### config.mk
export PLATFORM = sky130hd
export DESIGN_NAME = if_fetch_unit
export DESIGN_NICKNAME = d
export VERILOG_FILES = /design/src/rtl/if_fetch_unit.sv
export SDC_FILE = /design/constraint.sdc
export NUM_CORES = 1
export LEC_CHECK = 0
export BUFFER_PORTS_ARGS = -buffer_cell sky130_fd_sc_hd__clkbuf_2
export CAP_MARGIN = 5
export CORE_MARGIN = 5
export CORE_UTILIZATION = 45
export CTS_BUF_LIST = sky130_fd_sc_hd__clkbuf_16
export DETAILED_ROUTE_END_ITERATION = 10
export PLACE_DENSITY = 0.74
export SLEW_MARGIN = 20
export SYNTH_ARGS = -nofsm -noshare
export SYNTH_HDL_FRONTEND = slang
export SYNTH_SLANG_ARGS = --single-unit
### constraint.sdc
create_clock -name clk -period 2.4 [get_ports clk]
set_input_delay 0.48 -clock clk [delete_from_list [all_inputs] [get_ports clk]]
set_output_delay 0.48 -clock clk [all_outputs]
set_load 0.005 [all_outputs]
### src/rtl/if_fetch_unit.sv
// Instruction-fetch stage of the 5-stage MIPS pipeline.
//
// Owns the PC register and issues the synchronous instruction SRAM request.
// A branch/jump redirect that arrives while fetch is stalled is latched and
// applied on release, so it is never lost.
//
// Ports:
//   clk              clock, all state changes on posedge
//   rst              synchronous, active-high reset
//   stall            stall bus; only stall[0] (stop) is used, it holds the PC
//   br_bus           {br_e, br_addr[31:0]} from decode, valid the same cycle
//   if_to_id_bus     {ce, pc[31:0]} registered fetch state towards decode
//   inst_sram_en     fetch request enable
//   inst_sram_wen    write enables, always 0
//   inst_sram_addr   fetch address (the PC register)
//   inst_sram_wdata  write data, always 0
//   if_adel          fetch address misaligned while fetch is active
//   redirect_pending a redirect is latched but not yet applied
module if_fetch_unit #(
    parameter logic [31:0] RESET_PC = 32'hBFC0_0000,
    parameter int unsigned STALL_W  = 6
) (
    input  logic               clk,
    input  logic               rst,
    input  logic [STALL_W-1:0] stall,
    input  logic [32:0]        br_bus,
    output logic [32:0]        if_to_id_bus,
    output logic               inst_sram_en,
    output logic [3:0]         inst_sram_wen,
    output logic [31:0]        inst_sram_addr,
    output logic [31:0]        inst_sram_wdata,
    output logic               if_adel,
    output logic               redirect_pending
);

    logic        br_e;
    logic [31:0] br_addr;
    logic        stop;

    logic [31:0] pc_q, pc_d;
    logic        ce_q, ce_d;
    logic        pend_valid_q, pend_valid_d;
    logic [31:0] pend_addr_q, pend_addr_d;
    logic [31:0] next_pc;

    // Only the stop bit matters to fetch; the rest of the bus is for later stages.
    logic unused_stall;
    assign unused_stall = ^stall;

    assign br_e    = br_bus[32];
    assign br_addr = br_bus[31:0];
    assign stop    = stall[0];

    // A live redirect beats a latched one; the latched one beats sequential fetch.
    always_comb begin
        if (br_e) begin
            next_pc = br_addr;
        end else if (pend_valid_q) begin
            next_pc = pend_addr_q;
        end else begin
            next_pc = pc_q + 32'd4;
        end
    end

    always_comb begin
        pc_d         = pc_q;
        ce_d         = ce_q;
        pend_valid_d = pend_valid_q;
        pend_addr_d  = pend_addr_q;
        if (!stop) begin
            pc_d         = next_pc;
            ce_d         = 1'b1;
            pend_valid_d = 1'b0;
        end else if (br_e) begin
            // Newest redirect wins if several arrive during one stall.
            pend_valid_d = 1'b1;
            pend_addr_d  = br_addr;
        end
    end

    always_ff @(posedge clk) begin
        if (rst) begin
            // One word below the reset vector so the first advance lands on it.
            pc_q         <= RESET_PC - 32'd4;
            ce_q         <= 1'b0;
            pend_valid_q <= 1'b0;
            pend_addr_q  <= 32'd0;
        end else begin
            pc_q         <= pc_d;
            ce_q         <= ce_d;
            pend_valid_q <= pend_valid_d;
            pend_addr_q  <= pend_addr_d;
        end
    end

    assign if_to_id_bus     = {ce_q, pc_q};
    assign inst_sram_en     = ce_q & ~stop;
    assign inst_sram_wen    = 4'b0;
    assign inst_sram_addr   = pc_q;
    assign inst_sram_wdata  = 32'b0;
    assign if_adel          = ce_q & (pc_q[1:0] != 2'b00);
    assign redirect_pending = pend_valid_q;

endmodule
==> Yosys cells after proc, flatten, opt, wreduce, memory -nomap -nowiden <==
Index checks and enable logic that the tools add are counted.
{ "totals": {"ff_bits": 66, "in_bits": 41, "out_inout_bits": 104, "word_cells": 13} }
{ "classes": {"addsub": 1, "muxes": 2, "bitwise_logic": 3, "reduce_logical": 3} }
{ "ops": {"columns": ["operator", "n"], "rows": [
  ["$mux 32", 2],
  ["$add 32x3->32 const B", 1],
  ["$and 1x1->1", 2],
  ["$reduce_and 2->1", 1],
  ["$reduce_bool 2->1", 1],
  ["$reduce_or 2->1", 1],
  ["$not 1->1", 1]
]} }

==> Logic depth before layout (Yosys ltp) <==
{ "logic_depth": {"depth_word": 3, "depth_mapped": 8, "depth_no_buf": 6} }

==> Least setup slack after synthesis <==
No wires, ideal clock.
{ "synth_path": {"kind": "input to register", "startpoint": "input port rst", "endpoint": "register pc_q[29] (netlist: inst_sram_addr[29])", "setup_ns": 0.125, "arrival_ns": 1.902, "required_ns": 2.275, "slack_ns": 0.372, "stages": 7, "n_path_buf": 2, "path_cell_list": "clkbuf_1 > or2_2 > buf_2 > a221o_1 > or4_1 > o21ai_0 > nor3_1"} }
{ "synth_lines": {"columns": ["item", "line_no", "rtl"], "rows": [
  ["from (decl)", "24", "input logic rst,"],
  ["to (signal assigned)", "84", "pc_q <= RESET_PC - 32'd4;"],
  ["to (signal assigned)", "89", "pc_q <= pc_d;"],
  ["to (decl)", "40", "logic [31:0] pc_q, pc_d;"]
]} }

==> Final worst setup path <==
{ "layout_path": {"startpoint": "register pc_q[2] (netlist: inst_sram_addr[2])", "endpoint": "register pc_q[30] (netlist: inst_sram_addr[30])"} }
{ "layout_via": {"elab_chain_cells": 3} }
{ "layout_rtl": {"columns": ["item", "line_no", "rtl"], "rows": [
  ["$add 32x3->32", "61", "next_pc = pc_q + 32'd4;"],
  ["$mux 32", "58", "end else if (pend_valid_q) begin"],
  ["$mux 32", "56", "if (br_e) begin"]
]} }
Every way passes these cells.
A chain may end at the register's enable or synchronous reset.

==> run_results.csv <==
group,metric,value,unit
yosys,synth_top_area_share,0.345,
global_routing,overflow,0,
critical_path,rr_startpoint,"inst_sram_addr[2]",
min_path,hp-class,"in2reg",
sta,max_freq,471,MHz
drt,final_antenna_net_count,0,
drt,dr.pass1.iters,5,
critical_path,reg2regPathDepth,6,
yosys,yosys_register_bits,66,
sta,slew_headroom,0.608,
critical_path,path_class,"reg2reg",
clock_tree,cts_buffers,9,
critical_path,ff2ff_setup_slack,0.28,ns
yosys,synth_cell_types,48,
critical_path,critPathArrivalTime,2.34,ns
critical_path,cp-end-kind,"register",
yosys,yosys_warnings,0,
pwr,ir_drop,354,µV
pwr,p_leak,1.95,nW
yosys,ys.flop_type,"dfxtp_1",
sta,tns,0,ns
drt,wl,11000,µm
yosys,avgSynthCellArea,7.49,µm²
clock_tree,htreeDepth,3,
die,core-area,8260,µm²
drt,drc_errors,0,
place,routabilityCongestion,0.959,
sta,maxSlewViolCount,0,
layout,multi_input_area,1960,µm²
global_routing,groute.usage.overall,0.209,
global_routing,grt_pass1_vias,3437,
yosys,synth-edff-count,0,
clock_tree,clock-sinks,66,
critical_path,crit_fanout,8,
critical_path,cp-endpoint,"inst_sram_addr[30]",
pwr,intPower,0.00220,W
clock_tree,cts_setup_buffers,0,
layout,seqCellArea,1320,µm²
critical_path,required,2.62,ns
clock_tree,cts_buffer_depth,2,
layout,area_growth,15.2,%
global_routing,antenna_found_initial,0,
sta,fin_crit,2.12,ns
drt,drtIter0Drc,262,
place,place_hpwl,7890,µm
yosys,yosys-top-cells-area,"dfxtp_1 34%, buf_4 14%, a21oi_1 9.4%",
sta,tightest_slew,0.589,ns
layout,fin_nets,622,
critical_path,r2r-end,"inst_sram_addr[30]",
yosys,async_reset_ff_frac,0,
pwr,p_sw_frac,0.293,
layout,fill_cells,828,
sta,hold_ws,0.384,ns
pwr,p_seq_frac,0.405,
yosys,synth_area,3830,µm²
yosys,syn_inst,512,
min_path,min_from,"br_bus[4]",
clock_tree,cts_hold_buf,0,
drt,routed_via_density,5.60,
pwr,power_frac_comb,0.194,
die,io-pin-count,145,
critical_path,critPathLaunch,"inst_sram_addr[2]",
yosys,synth_top_area_cell,"dfxtp_1",
critical_path,setup.worst_path.start_class,"register",
pwr,clock_power_share,0.400,
global_routing,grt_max_degree,45,
sta,finalSetupViolCount,0,
pwr,power.density,705,nW/µm²
yosys,synth_seq_area_share,0.345,
sta,finalHoldViolCount,0,
clock_tree,cts.reportedPaths.clkPinSlew,0.05,ns
die,die_height,102,µm
sta,skew,0.00398,ns
clock_tree,cts_tree,"yes",
layout,final_common_cell,"clkbuf_2",
sta,period_share,0.884,
layout,antenna_cells,0,
sta,rsz0062_at_grt,"no",
clock_tree,worstSkewPairLatency,0.33,ns
drt,wire_per_inst,16.0,µm
pwr,p_switching,0.000914,W
die,die_area,10500,µm²
global_routing,grt_pass1_wl,17400,µm
die,core.rowCount,33,
layout,layout-drive-gt1-share,0.245,
place,place.port_buffers,103,
layout,final_core_util,0.535,
clock_tree,ctsResizeCount,0,
drt,vias,3859,
run_status,status,"finished clean",
layout,mostFrequentLayoutCells,"103 x clkbuf_2, 87 x nand2_1, 72 x a21oi_1",
clock_tree,cts-root-buf,"clkbuf_16",
die,start_util,0.464,
run,cap_violations,0,
die,die_w,102,µm
## final cells by class
class | count | area share
timing repair buffer | 125 | 0.157
inverter | 10 | 0.00850
sequential | 66 | 0.299
clock inverter | 6 | 0.0113
tap | 105 | 0.0298
multi-input combinational | 368 | 0.443
clock buffer | 9 | 0.0510
## how the worst min path moves through the flow
stage	to	cells past startpoint
floorplan	pend_addr_q[0]	2
global placement	pend_addr_q[1]	2
detailed placement	pend_addr_q[29]	2
CTS	pend_addr_q[0]	3
global route	pend_addr_q[9]	3
finish	pend_addr_q[4]	3
## sequential cells by signal (all words and copies together), names as in the netlist
signal            flops
inst_sram_addr       32
ce_q                  1
pend_addr_q          32
redirect_pending      1
## critical path, stage by stage, from the launching register on
cell,delay (ns)
dfxtp_1,0.46
ha_1,0.25
nand4_1,0.15
or2_2,0.41
nor4_1,0.46
and3b_1,0.23
nor3_1,0.05
## cell usage after synthesis, drive strengths merged, types with 4 or more instances
cell / n
nand3: 10
a21oi: 72
nand2b: 5
nand4: 7
nor2: 32
o21ai: 22
clkbuf: 30
inv: 10
nor3: 12
dfxtp: 66
a211oi: 4
a221o: 7
a31oi: 4
nor4: 4
buf: 73
nand2: 87
a221oi: 13
and4: 7
## per-stage QoR
| stage | worst slack (ns) | instance area, µm² | total power (W) | cells |
|---|---|---|---|---|
| global placement | 0.362 | 4140 | 0.00186 | 674 |
| global route | 0.119 | 4420 | 0.00324 | 689 |
| detailed placement | 0.287 | 4140 | 0.00188 | 674 |
| CTS | 0.285 | 4420 | 0.00311 | 689 |
| finish | 0.278 | 4420 | 0.00311 | 689 |
| floorplan | 0.372 | 3970 | 0.00172 | 547 |
## routing by layer
| layer | share of wire | vias to the layer above | track usage |
|---|---|---|---|
| met5 | 0 | - | 0 |
| met4 | 0.019 | 0 | 0.0757 |
| met3 | 0.093 | 19 | 0.0403 |
| met2 | 0.47 | 200 | 0.326 |
| met1 | 0.42 | 1794 | 0.286 |
| li1 | - | 1846 | - |
## cells by family (layout without fill, tap and decap cells)
group,after synthesis,after routing,synth area share
other,1,36,0.000978
and+or+nand+nor,183,183,0.226
DFF,66,66,0.345
buffers and inverters,113,150,0.179
adders and majority gates,1,1,0.00326
AOI/OAI and AO/OA,145,145,0.238
muxes,3,3,0.00783
## power by group through the flow
stage                     clock network (W)  registers, W  logic, W
after floorplan                           0       0.00127  0.000446
after global placement                    0       0.00127  0.000585
after detailed placement                  0       0.00128  0.000596
after CTS                           0.00125       0.00126  0.000600
after global routing                0.00130       0.00127  0.000672
final                               0.00125       0.00126  0.000605
Power figures use the tool's default switching activity.
